File: config.mk
export PLATFORM = sky130hd
export DESIGN_NAME = fwd_hazard_unit
export DESIGN_NICKNAME = d
export VERILOG_FILES = /design/src/rtl/fwd_hazard_unit.sv
export SDC_FILE = /design/constraint.sdc
export NUM_CORES = 1
export LEC_CHECK = 0
export ABC_CLOCK_PERIOD_IN_PS = 3900
export CAP_MARGIN = 20
export CORE_MARGIN = 5
export CORE_UTILIZATION = 45
export CTS_CLUSTER_SIZE = 24
export DETAILED_ROUTE_END_ITERATION = 12
export HOLD_SLACK_MARGIN = 0.15
export PLACE_DENSITY = 0.83
export SLEW_MARGIN = 25
export SYNTH_ARGS = -nofsm -noshare
export SYNTH_HDL_FRONTEND = slang
export SYNTH_SLANG_ARGS = --single-unit
File: constraint.sdc
create_clock -name clk -period 3.9 [get_ports clk]
set_clock_uncertainty 0.2 [all_clocks]
set_input_delay 0.78 -clock clk [delete_from_list [all_inputs] [get_ports clk]]
set_output_delay 0.78 -clock clk [all_outputs]
set_load 0.05 [all_outputs]
File: src/rtl/fwd_hazard_unit.sv
// Forwarding and hazard unit: tracks in-flight writers after EX and derives
// EX operand forward selects, load-use stall and multi-cycle busy stall.
module fwd_hazard_unit #(
  parameter  int NUM_SRC    = 2,
  parameter  int NUM_STAGES = 2,
  parameter  int LOAD_LAT   = 1,
  parameter  int AW         = 5,
  parameter  int CW         = 4,
  localparam int SW         = $clog2(NUM_STAGES + 1)
) (
  input  logic                  clk,
  input  logic                  rst,
  input  logic                  hold,
  input  logic                  ex_wr_valid,
  input  logic [AW-1:0]         ex_rd_addr,
  input  logic                  ex_is_load,
  input  logic [NUM_SRC*AW-1:0] ex_rs_addr,
  input  logic [NUM_SRC*AW-1:0] id_rs_addr,
  input  logic [NUM_SRC-1:0]    id_rs_used,
  input  logic                  ex_mc_start,
  input  logic [CW-1:0]         ex_mc_len,
  output logic [NUM_SRC*SW-1:0] fwd_sel,
  output logic                  load_use_stall,
  output logic                  mc_stall,
  output logic                  stall
);

  logic [NUM_STAGES:1] r_vld;
  logic [NUM_STAGES:1] r_ld;
  logic [AW-1:0]       r_rd [1:NUM_STAGES];
  logic [CW-1:0]       r_mc_cnt;

  logic                w_cap_vld;
  logic [NUM_STAGES:0] w_pv;
  logic [NUM_STAGES:0] w_pld;
  logic [AW-1:0]       w_prd [0:NUM_STAGES];
  logic [NUM_SRC-1:0]  w_lu;

  assign w_cap_vld = ex_wr_valid && (ex_rd_addr != '0);
  assign mc_stall  = (r_mc_cnt != '0);
  assign stall     = load_use_stall | mc_stall;

  always_ff @(posedge clk) begin
    if (rst) begin
      r_vld <= '0;
    end else if (!hold) begin
      r_vld[1] <= w_cap_vld && !mc_stall;
      for (int k = 2; k <= NUM_STAGES; k++) begin
        r_vld[k] <= r_vld[k-1];
      end
    end
  end

  // Payload needs no reset; it is qualified by r_vld.
  always_ff @(posedge clk) begin
    if (!hold) begin
      r_rd[1] <= ex_rd_addr;
      r_ld[1] <= ex_is_load;
      for (int k = 2; k <= NUM_STAGES; k++) begin
        r_rd[k] <= r_rd[k-1];
        r_ld[k] <= r_ld[k-1];
      end
    end
  end

  // Counter runs even under hold: the unit's occupancy is wall-clock.
  always_ff @(posedge clk) begin
    if (rst) begin
      r_mc_cnt <= '0;
    end else if (ex_mc_start && (r_mc_cnt == '0)) begin
      r_mc_cnt <= ex_mc_len;
    end else if (r_mc_cnt != '0) begin
      r_mc_cnt <= r_mc_cnt - 1'b1;
    end
  end

  always_comb begin
    fwd_sel = '0;
    for (int i = 0; i < NUM_SRC; i++) begin
      for (int k = NUM_STAGES; k >= 1; k--) begin
        if (r_vld[k] && (r_rd[k] == ex_rs_addr[i*AW +: AW])
            && (ex_rs_addr[i*AW +: AW] != '0)) begin
          fwd_sel[i*SW +: SW] = SW'(k);
        end
      end
    end
  end

  assign w_pv  = {r_vld, w_cap_vld};
  assign w_pld = {r_ld, ex_is_load};

  always_comb begin
    w_prd[0] = ex_rd_addr;
    for (int k = 1; k <= NUM_STAGES; k++) begin
      w_prd[k] = r_rd[k];
    end
  end

  // Youngest matching producer decides; an older load can be shadowed.
  always_comb begin
    logic hit;
    logic is_ld;
    int   pos;
    w_lu = '0;
    for (int i = 0; i < NUM_SRC; i++) begin
      hit   = 1'b0;
      is_ld = 1'b0;
      pos   = 0;
      for (int p = NUM_STAGES; p >= 0; p--) begin
        if (w_pv[p] && (w_prd[p] == id_rs_addr[i*AW +: AW])
            && (id_rs_addr[i*AW +: AW] != '0)) begin
          hit   = 1'b1;
          is_ld = w_pld[p];
          pos   = p;
        end
      end
      w_lu[i] = id_rs_used[i] && hit && is_ld && (pos < LOAD_LAT);
    end
  end

  assign load_use_stall = |w_lu;

endmodule

-- Word-level counts from Yosys, hierarchy flattened
Memory sizes are Yosys's and may differ from the RTL's.
Index checks and enable logic that the tools add are counted.
- bits in registers: 8
- bits in latches: 0
- bits in writable memories: 10
- memory bits (read-only): 0
- input bits: 37
- logic and storage cells: 82
- memories: 1
- memories (memory ; depth ; width ; rd ports ; clocked after Yosys merged registers in ; write ports ; line ; text):
    r_rd ; 2 ; 5 ; 2 ; 0 ; 2 ; 30 ; logic [AW-1:0] r_rd [1:NUM_STAGES];
- $add $sub $neg: 1
- multipliers: 0
- div/mod/pow operators: 0
- $lt $le $gt $ge: 2
- equality and inequality tests: 10
- shift operators: 0
- mux-type cells: 25
- bitwise operators: 1
- reduce and logical (&&, ||, !) cells: 39
- operator list (kind ; number):
    two-way mux 32 bit ; 4
    < comparator 32 x 2 -> 1 bit, second input constant ; 2
    equality test 5 bit ; 10
    logical AND 1 bit ; 29
    nonzero test 5 bit ; 5
    two-way mux 1 bit ; 13
    two-way mux 2 bit ; 6
    two-way mux 4 bit ; 2
    zero test 4 bit ; 1
    nonzero test 4 bit ; 1
    subtractor 4 x 1 -> 4 bit, second input constant ; 1
    nonzero test 2 bit ; 1
    OR reduction 2 bit ; 1
    zero test 1 bit ; 1
    OR 1 bit ; 1

-- Logic depth before layout (Yosys ltp)
Gate-level depths: netlist (run 1).
- word-level depth: 11
- depth in mapped cells: 7
- depth with buffers taken out: 6

-- Worst setup path after synthesis (run 1)
Ideal clock, no wire load.
- path kind: input port to output port
- from: input port ex_rs_addr[1]
- to: output port fwd_sel[1]
- arrival time: 2.561 ns
- required time: 2.920 ns
- path slack: 0.359 ns
- stages: 4
- buffers on the path: 0
- path through: or4_4 > nor2_4 > nor4_2 > nor4_2
- longest elaborated chain between the ends: 5
- elaborated cells on any way between the ends: 9
- those cells by class: eq/ne: 2; mux: 2; reduce/logical: 5
- ends and longest elaborated chain (what ; line ; text):
    start: declaration ; 17 ; input logic [NUM_SRC*AW-1:0] ex_rs_addr,
    equality test 5 bit ; 81 ; if (r_vld[k] && (r_rd[k] == ex_rs_addr[i*AW +: AW])
    logical AND 1 bit ; 81 ;
    logical AND 1 bit ; 82 ; && (ex_rs_addr[i*AW +: AW] != '0)) begin
    two-way mux 2 bit ; 81 ;
    two-way mux 2 bit * ; 81 ;
    end: declaration ; 22 ; output logic [NUM_SRC*SW-1:0] fwd_sel,
Mark *: on every way between the ends. The rest lies on a longest branch, timed or not.

-- Final worst setup path (run 1)
Ends and elaborated chain as after synthesis.

==> impl_metrics.xml, run 1 <==
<?xml version="1.0" encoding="UTF-8"?>
<metrics>
  <group name="global_routing">
    <metric name="gr-usage-all-layers" unit="">0.159</metric>
    <metric name="maximum_number_of_pins_on_one_net_before_global_route_repair" unit="">12</metric>
    <metric name="first_pass_grt_wire_length" unit="um">4310</metric>
    <metric name="aggregate_global_routing_overflow" unit="">0</metric>
    <metric name="number_of_global_route_vias_before_repair" unit="">997</metric>
    <metric name="antenna_found_initial" unit="">0</metric>
  </group>
  <group name="worst_setup_path">
    <metric name="critPathLaunchType" unit="">primary input</metric>
    <metric name="r2r_start" unit="">r_mc_cnt[0]</metric>
    <metric name="worst_ep_required_time" unit="ns">2.92</metric>
    <metric name="critPathCapture" unit="">fwd_sel[1]</metric>
    <metric name="path_max_fanout" unit="">3</metric>
    <metric name="crit_path_end_kind" unit="">output port</metric>
    <metric name="cell_count_along_the_critical_path" unit="">6</metric>
    <metric name="timing.critical_path.cells" unit="">clkdlybuf4s50_1 &gt; or4_4 &gt; nor2_4 &gt; nor4_2 &gt; nor4_2 &gt; buf_12</metric>
    <metric name="critPathMostFrequentCell" unit="">nor4_2</metric>
    <metric name="setup.reg_to_reg.worst_slack" unit="ns">2.03</metric>
    <metric name="worst-r2r-cell-count" unit="">6</metric>
    <metric name="critical_path_slowest_stage_cell" unit="">or4_4</metric>
    <metric name="worst_ep_arrival_time" unit="ns">2.57</metric>
    <metric name="path_type_of_the_worst_setup_path" unit="">in2out</metric>
    <metric name="cp.buffers_inverters" unit="">2</metric>
    <metric name="worst_setup_path_startpoint" unit="">ex_rs_addr[1]</metric>
    <metric name="path_delay_family" unit="">simple AND/OR/NAND/NOR gates</metric>
    <metric name="reg2reg_to" unit="">r_vld[1]</metric>
    <metric name="cp_peak_stage_delay" unit="ns">0.58</metric>
  </group>
  <group name="logic_synthesis">
    <metric name="total_nets_after_synthesis" unit="">145</metric>
    <metric name="synth_top_area_frac" unit="">0.274</metric>
    <metric name="post_synth_inst_count" unit="">106</metric>
    <metric name="synth-edff-count" unit="">10</metric>
    <metric name="synth.top_cells.by_count" unit="">xnor2_1 (19), edfxtp_1 (10), xor2_1 (10)</metric>
    <metric name="synth_flop_cell" unit="">edfxtp_1</metric>
    <metric name="netlist_top_cells_area" unit="">edfxtp_1 (27%), xnor2_1 (15%), dfxtp_1 (11%)</metric>
    <metric name="netlist.top_cell.by_area" unit="">edfxtp_1</metric>
    <metric name="synth_area" unit="um2">1100</metric>
    <metric name="yosysSeqAreaShare" unit="">0.384</metric>
    <metric name="ys_async_sr_fraction" unit="">0</metric>
    <metric name="synth_most_common_cell" unit="">xnor2_1</metric>
    <metric name="postSynthAreaPerCell" unit="um2">10.3</metric>
    <metric name="yosysWarningCount" unit="">0</metric>
    <metric name="synth.distinct_cells" unit="">30</metric>
    <metric name="yosys_register_bits" unit="">16</metric>
  </group>
  <group name="finish">
    <metric name="fillCellCount" unit="">182</metric>
    <metric name="num_antenna_cells" unit="">0</metric>
    <metric name="layout-area-overhead-vs-synth" unit="%">45.3</metric>
    <metric name="number_of_standard_cells_in_the_layout_taps_in_and_fillers_out" unit="">180</metric>
    <metric name="final_instance_area" unit="um2">1590</metric>
    <metric name="final_net_count" unit="">192</metric>
    <metric name="layout-drive-gt1-share" unit="">0.132</metric>
    <metric name="multi_input_comb_area" unit="um2">656</metric>
    <metric name="layout.area.seq" unit="um2">420</metric>
  </group>
  <group name="power_and_ir_drop">
    <metric name="standby_leakage_power" unit="uW">0.000562</metric>
    <metric name="cellPowerDensity" unit="nW/um2">381</metric>
    <metric name="vdd.ir_drop.worst" unit="mV">0.287</metric>
  </group>
  <group name="run">
    <metric name="cap_viol_max_count" unit="">0</metric>
  </group>
  <group name="timing">
    <metric name="worst-slew-pin-transition" unit="ns">0.496</metric>
    <metric name="max_slew_margin" unit="">0.668</metric>
    <metric name="fin_crit_sh" unit="">0.909</metric>
    <metric name="worst_slack" unit="ns">0.354</metric>
    <metric name="timing.fmax" unit="MHz">282</metric>
    <metric name="grt_setup_unrepaired" unit="">false</metric>
    <metric name="finalHoldViolCount" unit="">0</metric>
    <metric name="min_period" unit="ns">3.55</metric>
    <metric name="timing.final.max_slew_violations" unit="">0</metric>
    <metric name="setup_total_negative_slack" unit="ns">0</metric>
    <metric name="final-setup-viol-count" unit="">0</metric>
  </group>
  <group name="drt">
    <metric name="drt-vias-per-instance" unit="">5.37</metric>
    <metric name="final_routed_wire_length_divided_by_cell_count" unit="um">14.4</metric>
    <metric name="routedLengthMet1" unit="um">1050</metric>
    <metric name="routed-via-count" unit="">966</metric>
    <metric name="top_layer" unit="">met4</metric>
    <metric name="antenna_violating_nets_post_route" unit="">0</metric>
    <metric name="dr_wl_met2" unit="um">1300</metric>
    <metric name="drt_wl_total" unit="um">2590</metric>
    <metric name="detail_route.first_pass.iterations" unit="">4</metric>
    <metric name="detailroute.wirelength.met3" unit="um">209</metric>
    <metric name="first_iter_violations" unit="">22</metric>
    <metric name="drc" unit="">0</metric>
  </group>
  <group name="clock_network">
    <metric name="clockBufferDepth" unit="">2</metric>
    <metric name="cts.hold.buffers_added" unit="">0</metric>
    <metric name="cts_post_setup_buffers_inserted" unit="">0</metric>
    <metric name="tritoncts" unit="">done</metric>
    <metric name="cts_root_buffer" unit="">clkbuf_4</metric>
    <metric name="htree_levels" unit="">1</metric>
    <metric name="cts.reportedPaths.clkPinSlew" unit="ns">0.10</metric>
    <metric name="cts_buffers" unit="">3</metric>
    <metric name="clock-sinks" unit="">16</metric>
    <metric name="clk_latency" unit="ns">0.28</metric>
    <metric name="post_cts_resized" unit="">0</metric>
  </group>
  <group name="status">
    <metric name="run_status" unit="">finished clean</metric>
  </group>
  <group name="floorplanning">
    <metric name="die_width" unit="um">59.4</metric>
    <metric name="placementRows" unit="">17</metric>
    <metric name="placeableCoreArea" unit="um2">2280</metric>
    <metric name="initial_utilization" unit="">0.482</metric>
    <metric name="dieHeight" unit="um">59.4</metric>
    <metric name="die_area" unit="um2">3520</metric>
    <metric name="io_pins" unit="">44</metric>
  </group>
  <group name="placement">
    <metric name="hpwl_reported_at_the_end_of_detailed_placement" unit="um">2180</metric>
    <metric name="dp_worst_setup_slack" unit="ns">0.361</metric>
    <metric name="placed_cells_incl_taps" unit="">176</metric>
    <metric name="place.port_buffers" unit="">43</metric>
    <metric name="gp_routability_congestion" unit="">0.868</metric>
    <metric name="post_dp_cell_area" unit="um2">1570</metric>
  </group>
  <group name="hold_path">
    <metric name="hold_path_class" unit="">reg2reg</metric>
  </group>
</metrics>
[report_power, final]
group / switching, uW / internal [uW] / leakage (uW) / total (uW)
clock: 50.7 / 37.0 / 0.0000154 / 87.8
combinational: 152 / 130 / 0.000399 / 282
sequential: 26.5 / 210 / 0.000147 / 236
total: 230 / 377 / 0.000562 / 607
[worst reg2reg max path, cell delays in order (launching register included)]
cell,delay (ns)
dfxtp_1,0.35
inv_1,0.12
ha_1,0.19
or3b_2,0.53
inv_1,0.14
o2111ai_1,0.11
a21oi_1,0.16
[routing by layer]
| layer | up-vias | global-route usage |
|---|---|---|
| li1 | 485 | - |
| met1 | 437 | 0.179 |
| met2 | 40 | 0.282 |
| met3 | 4 | 0.0392 |
| met4 | 0 | 0.0615 |
| met5 | - | 0 |
[stage by stage]
stage,power [uW],hold WS [ns],util
2_1_floorplan,422,0.239,-
4_1_cts,611,0.292,0.700
3_5_place_dp,521,0.278,0.688
5_1_grt,650,0.342,0.700
6_report,607,0.295,0.700
3_3_place_gp,511,0.262,0.688
[cells by family after synthesis]
group,share of synthesized area
xor+xnor,0.232
simple gates,0.233
buf+inv,0.0183
flops,0.384
fa+ha+maj,0.0228
compound gates,0.102
mux,0.00913
[registers in the layout, indices dropped and copies added (netlist names)]
register and count:
r_rd 10, r_mc_cnt 4, r_vld 2
[cell type report]
class,count,area share
multi-input cells,85,0.412
repair buffers,43,0.277
flip-flops and latches,16,0.264
well taps,28,0.0220
clock buffers,3,0.0141
inverters,4,0.00943
clock inverters,1,0.00236
[worst min path at each step]
stage	slack, ns	cells past startpoint	endpoint	from
floorplan	0.24	1	r_mc_cnt[3]	r_mc_cnt[3]
global placement	0.26	1	r_mc_cnt[3]	r_mc_cnt[3]
detailed placement	0.28	1	r_mc_cnt[3]	r_mc_cnt[3]
CTS	0.29	1	r_mc_cnt[3]	r_mc_cnt[3]
global route	0.34	1	r_mc_cnt[3]	r_mc_cnt[3]
finish	0.30	1	r_mc_cnt[3]	r_mc_cnt[3]
[layout by cell type (no fill, tap or decap), types with 4 or more instances in the layout]
master           count
clkdlybuf4s50_1     37
edfxtp_1            10
nor4_2               4
nand2_1              8
buf_4                4
xor2_1              10
inv_1                4
nand4_1              6
dfxtp_1              6
xnor2_1             19
Power figures use the tool's default switching activity.
==> run 2: changes to the inputs <==
CELL_PAD_IN_SITES_DETAIL_PLACEMENT = 1   (was not set)
CELL_PAD_IN_SITES_GLOBAL_PLACEMENT = 2   (was not set)
CORE_ASPECT_RATIO = 0.8   (was not set)
CORE_UTILIZATION = 27   (was 45)
PLACE_DENSITY = not set   (was 0.83)
PLACE_DENSITY_LB_ADDON = 0.1   (was not set)
==> impl_metrics.xml, run 2 (synthesis results as in run 1) <==
<?xml version="1.0" encoding="UTF-8"?>
<metrics>
  <group name="worst_setup_path">
    <metric name="crit_path_end_kind" unit="">output port</metric>
    <metric name="timing.critical_path.cells" unit="">clkdlybuf4s50_1 &gt; or4_4 &gt; nor2_4 &gt; nor4_2 &gt; nor4_2 &gt; buf_12</metric>
    <metric name="cp.buffers_inverters" unit="">2</metric>
    <metric name="worst_ep_arrival_time" unit="ns">2.58</metric>
    <metric name="setup.reg_to_reg.worst_slack" unit="ns">1.96</metric>
    <metric name="critPathLaunchType" unit="">primary input</metric>
    <metric name="path_max_fanout" unit="">3</metric>
    <metric name="critPathMostFrequentCell" unit="">nor4_2</metric>
    <metric name="path_delay_family" unit="">simple AND/OR/NAND/NOR gates</metric>
    <metric name="worst-r2r-cell-count" unit="">6</metric>
    <metric name="worst_ep_required_time" unit="ns">2.92</metric>
    <metric name="reg2reg_to" unit="">r_vld[1]</metric>
    <metric name="path_type_of_the_worst_setup_path" unit="">in2out</metric>
    <metric name="critical_path_slowest_stage_cell" unit="">or4_4</metric>
    <metric name="cp_peak_stage_delay" unit="ns">0.57</metric>
    <metric name="r2r_start" unit="">r_mc_cnt[0]</metric>
  </group>
  <group name="timing">
    <metric name="timing.fmax" unit="MHz">281</metric>
    <metric name="setup_total_negative_slack" unit="ns">0</metric>
    <metric name="worst-slew-pin-transition" unit="ns">0.497</metric>
    <metric name="max_slew_margin" unit="">0.668</metric>
    <metric name="finalHoldViolCount" unit="">0</metric>
    <metric name="min_period" unit="ns">3.56</metric>
    <metric name="final-setup-viol-count" unit="">0</metric>
    <metric name="timing.final.max_slew_violations" unit="">0</metric>
    <metric name="fin_crit_sh" unit="">0.913</metric>
    <metric name="grt_setup_unrepaired" unit="">false</metric>
  </group>
  <group name="drt">
    <metric name="drt-vias-per-instance" unit="">4.68</metric>
    <metric name="drc" unit="">0</metric>
    <metric name="first_iter_violations" unit="">53</metric>
    <metric name="detail_route.first_pass.iterations" unit="">4</metric>
    <metric name="antenna_violating_nets_post_route" unit="">0</metric>
    <metric name="final_routed_wire_length_divided_by_cell_count" unit="um">14.4</metric>
    <metric name="drt_wl_total" unit="um">3000</metric>
    <metric name="routed-via-count" unit="">973</metric>
  </group>
  <group name="status">
    <metric name="run_status" unit="">finished clean</metric>
  </group>
  <group name="run">
    <metric name="cap_viol_max_count" unit="">0</metric>
  </group>
  <group name="global_routing">
    <metric name="gr-usage-all-layers" unit="">0.127</metric>
    <metric name="antenna_found_initial" unit="">0</metric>
    <metric name="aggregate_global_routing_overflow" unit="">0</metric>
    <metric name="number_of_global_route_vias_before_repair" unit="">1130</metric>
    <metric name="first_pass_grt_wire_length" unit="um">5210</metric>
    <metric name="maximum_number_of_pins_on_one_net_before_global_route_repair" unit="">12</metric>
  </group>
  <group name="finish">
    <metric name="layout-area-overhead-vs-synth" unit="%">50.8</metric>
    <metric name="top_regs" unit="">r_rd x10, r_mc_cnt x4, r_vld x2</metric>
    <metric name="number_of_standard_cells_in_the_layout_taps_in_and_fillers_out" unit="">208</metric>
    <metric name="final_net_count" unit="">193</metric>
    <metric name="largest-register" unit="">r_rd</metric>
    <metric name="commonest_non_fill_non_tap_cell_in_the_layout" unit="">clkdlybuf4s50_1</metric>
    <metric name="most-common-layout-cells" unit="">clkdlybuf4s50_1 (37), xnor2_1 (19), xor2_1 (10), edfxtp_1 (10), nand2_1 (8)</metric>
    <metric name="layout-drive-gt1-share" unit="">0.137</metric>
    <metric name="num_antenna_cells" unit="">0</metric>
    <metric name="flip_flop_count_of_the_largest_register_all_copies_and_words_added" unit="">10</metric>
  </group>
  <group name="placement">
    <metric name="placed_cells_incl_taps" unit="">204</metric>
    <metric name="hpwl_reported_at_the_end_of_detailed_placement" unit="um">2610</metric>
    <metric name="place.port_buffers" unit="">43</metric>
    <metric name="gp_routability_congestion" unit="">0.728</metric>
  </group>
  <group name="power_and_ir_drop">
    <metric name="cellPowerDensity" unit="nW/um2">394</metric>
    <metric name="standby_leakage_power" unit="uW">0.000574</metric>
    <metric name="vdd.ir_drop.worst" unit="mV">0.207</metric>
  </group>
  <group name="floorplanning">
    <metric name="die_width" unit="um">81.2</metric>
    <metric name="placeableCoreArea" unit="um2">3850</metric>
    <metric name="initial_utilization" unit="">0.284</metric>
    <metric name="die_area" unit="um2">5440</metric>
    <metric name="dieHeight" unit="um">67.0</metric>
    <metric name="placementRows" unit="">20</metric>
    <metric name="io_pins" unit="">44</metric>
  </group>
  <group name="clock_network">
    <metric name="clk_latency" unit="ns">0.25</metric>
    <metric name="clockBufferDepth" unit="">2</metric>
    <metric name="tritoncts" unit="">done</metric>
    <metric name="htree_levels" unit="">1</metric>
    <metric name="cts.hold.buffers_added" unit="">0</metric>
    <metric name="cts_post_setup_buffers_inserted" unit="">0</metric>
    <metric name="post_cts_resized" unit="">0</metric>
    <metric name="cts_buffers" unit="">3</metric>
    <metric name="cts_root_buffer" unit="">clkbuf_8</metric>
    <metric name="clock-sinks" unit="">16</metric>
    <metric name="cts.reportedPaths.clkPinSlew" unit="ns">0.06</metric>
  </group>
  <group name="hold_path">
    <metric name="hold_path.startpoint" unit="">r_mc_cnt[3]</metric>
    <metric name="worst_hold_path.endpoint" unit="">r_mc_cnt[3]</metric>
    <metric name="hold_path_class" unit="">reg2reg</metric>
    <metric name="whs_path_depth" unit="">1</metric>
  </group>
</metrics>
==> run 2: cell types whose count changed in the layout (fill, tap and decap cells not counted) <==
cell      delta
buf_4        +1
clkbuf_4     -3
clkbuf_8     +3
==> run 2: power by group <==
group | internal [uW] | switching (uW)
Combinational | 131 | 156
Clock | 69.9 | 56.7
Sequential | 210 | 27.9
Total | 411 | 240
==> run 2: through the flow <==
step                cell area, um2  hold WS, ns  total power [uW]  setup slack (ns)  utilization
global route                  1650        0.326               698             0.275        0.429
finish                        1650        0.294               652             0.339        0.429
global placement              1610        0.268               522             0.371        0.417
CTS                           1650        0.303               660             0.344        0.429
floorplan                     1100        0.239               422             0.359            -
detailed placement            1610        0.292               529             0.344        0.417
==> run 2: how the worst max path moves through the flow <==
stage	from	to	slack (ns)	depth (start not counted)
floorplan	ex_rs_addr[1]	fwd_sel[1]	0.36	4
global route	ex_rs_addr[1]	fwd_sel[1]	0.27	6
CTS	ex_rs_addr[2]	fwd_sel[1]	0.34	6
global placement	ex_rs_addr[2]	fwd_sel[1]	0.37	6
detailed placement	ex_rs_addr[2]	fwd_sel[1]	0.34	6
finish	ex_rs_addr[1]	fwd_sel[1]	0.34	6
==> run 2: per-layer routing <==
layer  vias up  wire [um]  GRT usage
met1       448       1430      0.166
met4         0         59     0.0654
met2        34       1340      0.199
met3         6        173     0.0243
met5         -          0          0
li1        485          -          -
==> run 2: layout make-up <==
type	instances	area [um2]
timing repair buffer	44	448
clock buffer	3	41.3
tap	55	68.8
clock inverter	1	3.75
fill	432	2200
sequential	16	420
inverter	4	15.0
multi-input combinational	85	656
==> run 2: worst register-to-register path: stages, from the launching register on <==
cell,delay (ns)
dfxtp_1,0.34
inv_1,0.12
ha_1,0.19
or3b_2,0.55
inv_1,0.16
o2111ai_1,0.14
a21oi_1,0.17
==> run 3: changes to the inputs <==
GPL_TIMING_DRIVEN = 0   (was not set)
HOLD_SLACK_MARGIN = not set   (was 0.15)
==> impl_metrics.xml, run 3 (synthesis results as in run 1) <==
<?xml version="1.0" encoding="UTF-8"?>
<metrics>
  <group name="drt">
    <metric name="routed-via-count" unit="">996</metric>
    <metric name="first_iter_violations" unit="">21</metric>
    <metric name="drt-vias-per-instance" unit="">4.79</metric>
    <metric name="final_routed_wire_length_divided_by_cell_count" unit="um">15.1</metric>
    <metric name="drt_wl_total" unit="um">3140</metric>
    <metric name="detail_route.first_pass.iterations" unit="">4</metric>
    <metric name="antenna_violating_nets_post_route" unit="">0</metric>
    <metric name="drc" unit="">0</metric>
  </group>
  <group name="timing">
    <metric name="finalHoldViolCount" unit="">0</metric>
    <metric name="min_period" unit="ns">3.81</metric>
    <metric name="timing.fmax" unit="MHz">262</metric>
    <metric name="worst-slew-pin-transition" unit="ns">0.510</metric>
    <metric name="max_slew_margin" unit="">0.659</metric>
    <metric name="timing.final.max_slew_violations" unit="">0</metric>
    <metric name="final-setup-viol-count" unit="">0</metric>
    <metric name="grt_setup_unrepaired" unit="">false</metric>
    <metric name="whs" unit="ns">0.303</metric>
    <metric name="fin_crit_sh" unit="">0.977</metric>
  </group>
  <group name="floorplanning">
    <metric name="initial_utilization" unit="">0.284</metric>
    <metric name="die_width" unit="um">81.2</metric>
    <metric name="placementRows" unit="">20</metric>
    <metric name="dieHeight" unit="um">67.0</metric>
    <metric name="die_area" unit="um2">5440</metric>
    <metric name="placeableCoreArea" unit="um2">3850</metric>
    <metric name="io_pins" unit="">44</metric>
  </group>
  <group name="finish">
    <metric name="top_regs" unit="">r_rd x10, r_mc_cnt x4, r_vld x2</metric>
    <metric name="layout-drive-gt1-share" unit="">0.105</metric>
    <metric name="num_antenna_cells" unit="">0</metric>
    <metric name="layout-area-overhead-vs-synth" unit="%">48.9</metric>
    <metric name="commonest_non_fill_non_tap_cell_in_the_layout" unit="">clkdlybuf4s50_1</metric>
    <metric name="most-common-layout-cells" unit="">clkdlybuf4s50_1 (39), xnor2_1 (19), xor2_1 (10), edfxtp_1 (10), nand2_1 (8)</metric>
    <metric name="final_net_count" unit="">193</metric>
    <metric name="finalCoreUtilization" unit="">0.423</metric>
    <metric name="largest-register" unit="">r_rd</metric>
    <metric name="flip_flop_count_of_the_largest_register_all_copies_and_words_added" unit="">10</metric>
  </group>
  <group name="worst_setup_path">
    <metric name="path_max_fanout" unit="">3</metric>
    <metric name="critPathLaunchType" unit="">primary input</metric>
    <metric name="path_type_of_the_worst_setup_path" unit="">in2out</metric>
    <metric name="worst_ep_arrival_time" unit="ns">2.83</metric>
    <metric name="worst_ep_required_time" unit="ns">2.92</metric>
    <metric name="crit_path_end_kind" unit="">output port</metric>
  </group>
  <group name="power_and_ir_drop">
    <metric name="standby_leakage_power" unit="uW">0.000567</metric>
    <metric name="vdd.ir_drop.worst" unit="mV">0.192</metric>
    <metric name="cellPowerDensity" unit="nW/um2">401</metric>
  </group>
  <group name="global_routing">
    <metric name="maximum_number_of_pins_on_one_net_before_global_route_repair" unit="">12</metric>
    <metric name="antenna_found_initial" unit="">0</metric>
    <metric name="aggregate_global_routing_overflow" unit="">0</metric>
    <metric name="first_pass_grt_wire_length" unit="um">5220</metric>
    <metric name="number_of_global_route_vias_before_repair" unit="">1135</metric>
    <metric name="gr-usage-all-layers" unit="">0.126</metric>
  </group>
  <group name="clock_network">
    <metric name="cts_root_buffer" unit="">clkbuf_8</metric>
    <metric name="cts.reportedPaths.clkPinSlew" unit="ns">0.06</metric>
    <metric name="cts_buffers" unit="">3</metric>
    <metric name="clock-sinks" unit="">16</metric>
    <metric name="clk_latency" unit="ns">0.24</metric>
    <metric name="tritoncts" unit="">done</metric>
    <metric name="cts_post_setup_buffers_inserted" unit="">0</metric>
    <metric name="clockBufferDepth" unit="">2</metric>
    <metric name="htree_levels" unit="">1</metric>
  </group>
  <group name="run">
    <metric name="cap_viol_max_count" unit="">0</metric>
  </group>
  <group name="status">
    <metric name="run_status" unit="">finished clean</metric>
  </group>
  <group name="placement">
    <metric name="place.port_buffers" unit="">43</metric>
    <metric name="hpwl_reported_at_the_end_of_detailed_placement" unit="um">2700</metric>
    <metric name="gp_routability_congestion" unit="">0.768</metric>
  </group>
  <group name="hold_path">
    <metric name="hold_path_class" unit="">reg2reg</metric>
  </group>
</metrics>
[run 3: cell count changes in the layout (fill, tap and decap cells not counted), moves of 2 or more]
cell,previous run,this run
buf_4,5,0
dlygate4sd2_1,0,3
buf_12,2,0
clkdlybuf4s50_1,37,39
[run 3: worst paths after layout]
kind / endpoint / slack [ns] / cells past startpoint / startpoint
worst max-delay path: fwd_sel[1] / 0.09 / 6 / ex_rs_addr[2]
worst min-delay path: r_mc_cnt[3] / 0.30 / 1 / r_mc_cnt[3]
worst max register to register: r_vld[1] / 1.94 / 7 / r_mc_cnt[0]
worst min register to register: r_mc_cnt[3] / 0.30 / 1 / r_mc_cnt[3]
[run 3: critical path, stage by stage]
cell             delay [ns]
clkdlybuf4s50_1        0.50
or4_4                  0.56
nor2_4                 0.12
nor4_2                 0.07
nor4_2                 0.24
dlygate4sd2_1          0.56
[run 3: power by group]
| group | switching [uW] | internal [uW] | total (uW) |
|---|---|---|---|
| clock | 54.0 | 72.3 | 126 |
| combinational | 158 | 132 | 290 |
| sequential | 28.1 | 210 | 238 |
[run 3: timing repair]
| item | in CTS | in global routing |
|---|---|---|
| hold endpoints to repair | 0 | 0 |
| endpoints found under the setup margin | 4 | 1 |
| resized for setup | 4 | 3 |
| hold buffers | 0 | 0 |
[run 3: area by class of cell]
type	count	area, um2
Fill cell	455	2220
Multi-Input combinational cell	85	656
Timing Repair Buffer	43	422
Sequential cell	16	420
Tap cell	55	68.8
Clock buffer	4	45.0
Inverter	4	15.0
Buffer	1	5.00
[run 3: stage by stage]
stage	std cells	worst slack [ns]	setup TNS (ns)	total power (uW)	cell area [um2]
after global routing	208	0.00326	0	701	1630
after global placement	204	-0.184	-0.640	528	1600
after detailed placement	204	-0.231	-0.684	541	1600
after floorplan	106	0.359	0	422	1100
after CTS	208	0.0590	0	665	1640
final	208	0.0882	0	655	1630
[run 3: per-layer routing]
metal | track usage | part of all wire | routed length, um
met1 | 0.161 | 0.46 | 1460
met2 | 0.208 | 0.46 | 1440
met3 | 0.0284 | 0.064 | 202
met4 | 0.0443 | 0.012 | 37
met5 | 0 | 0 | 0
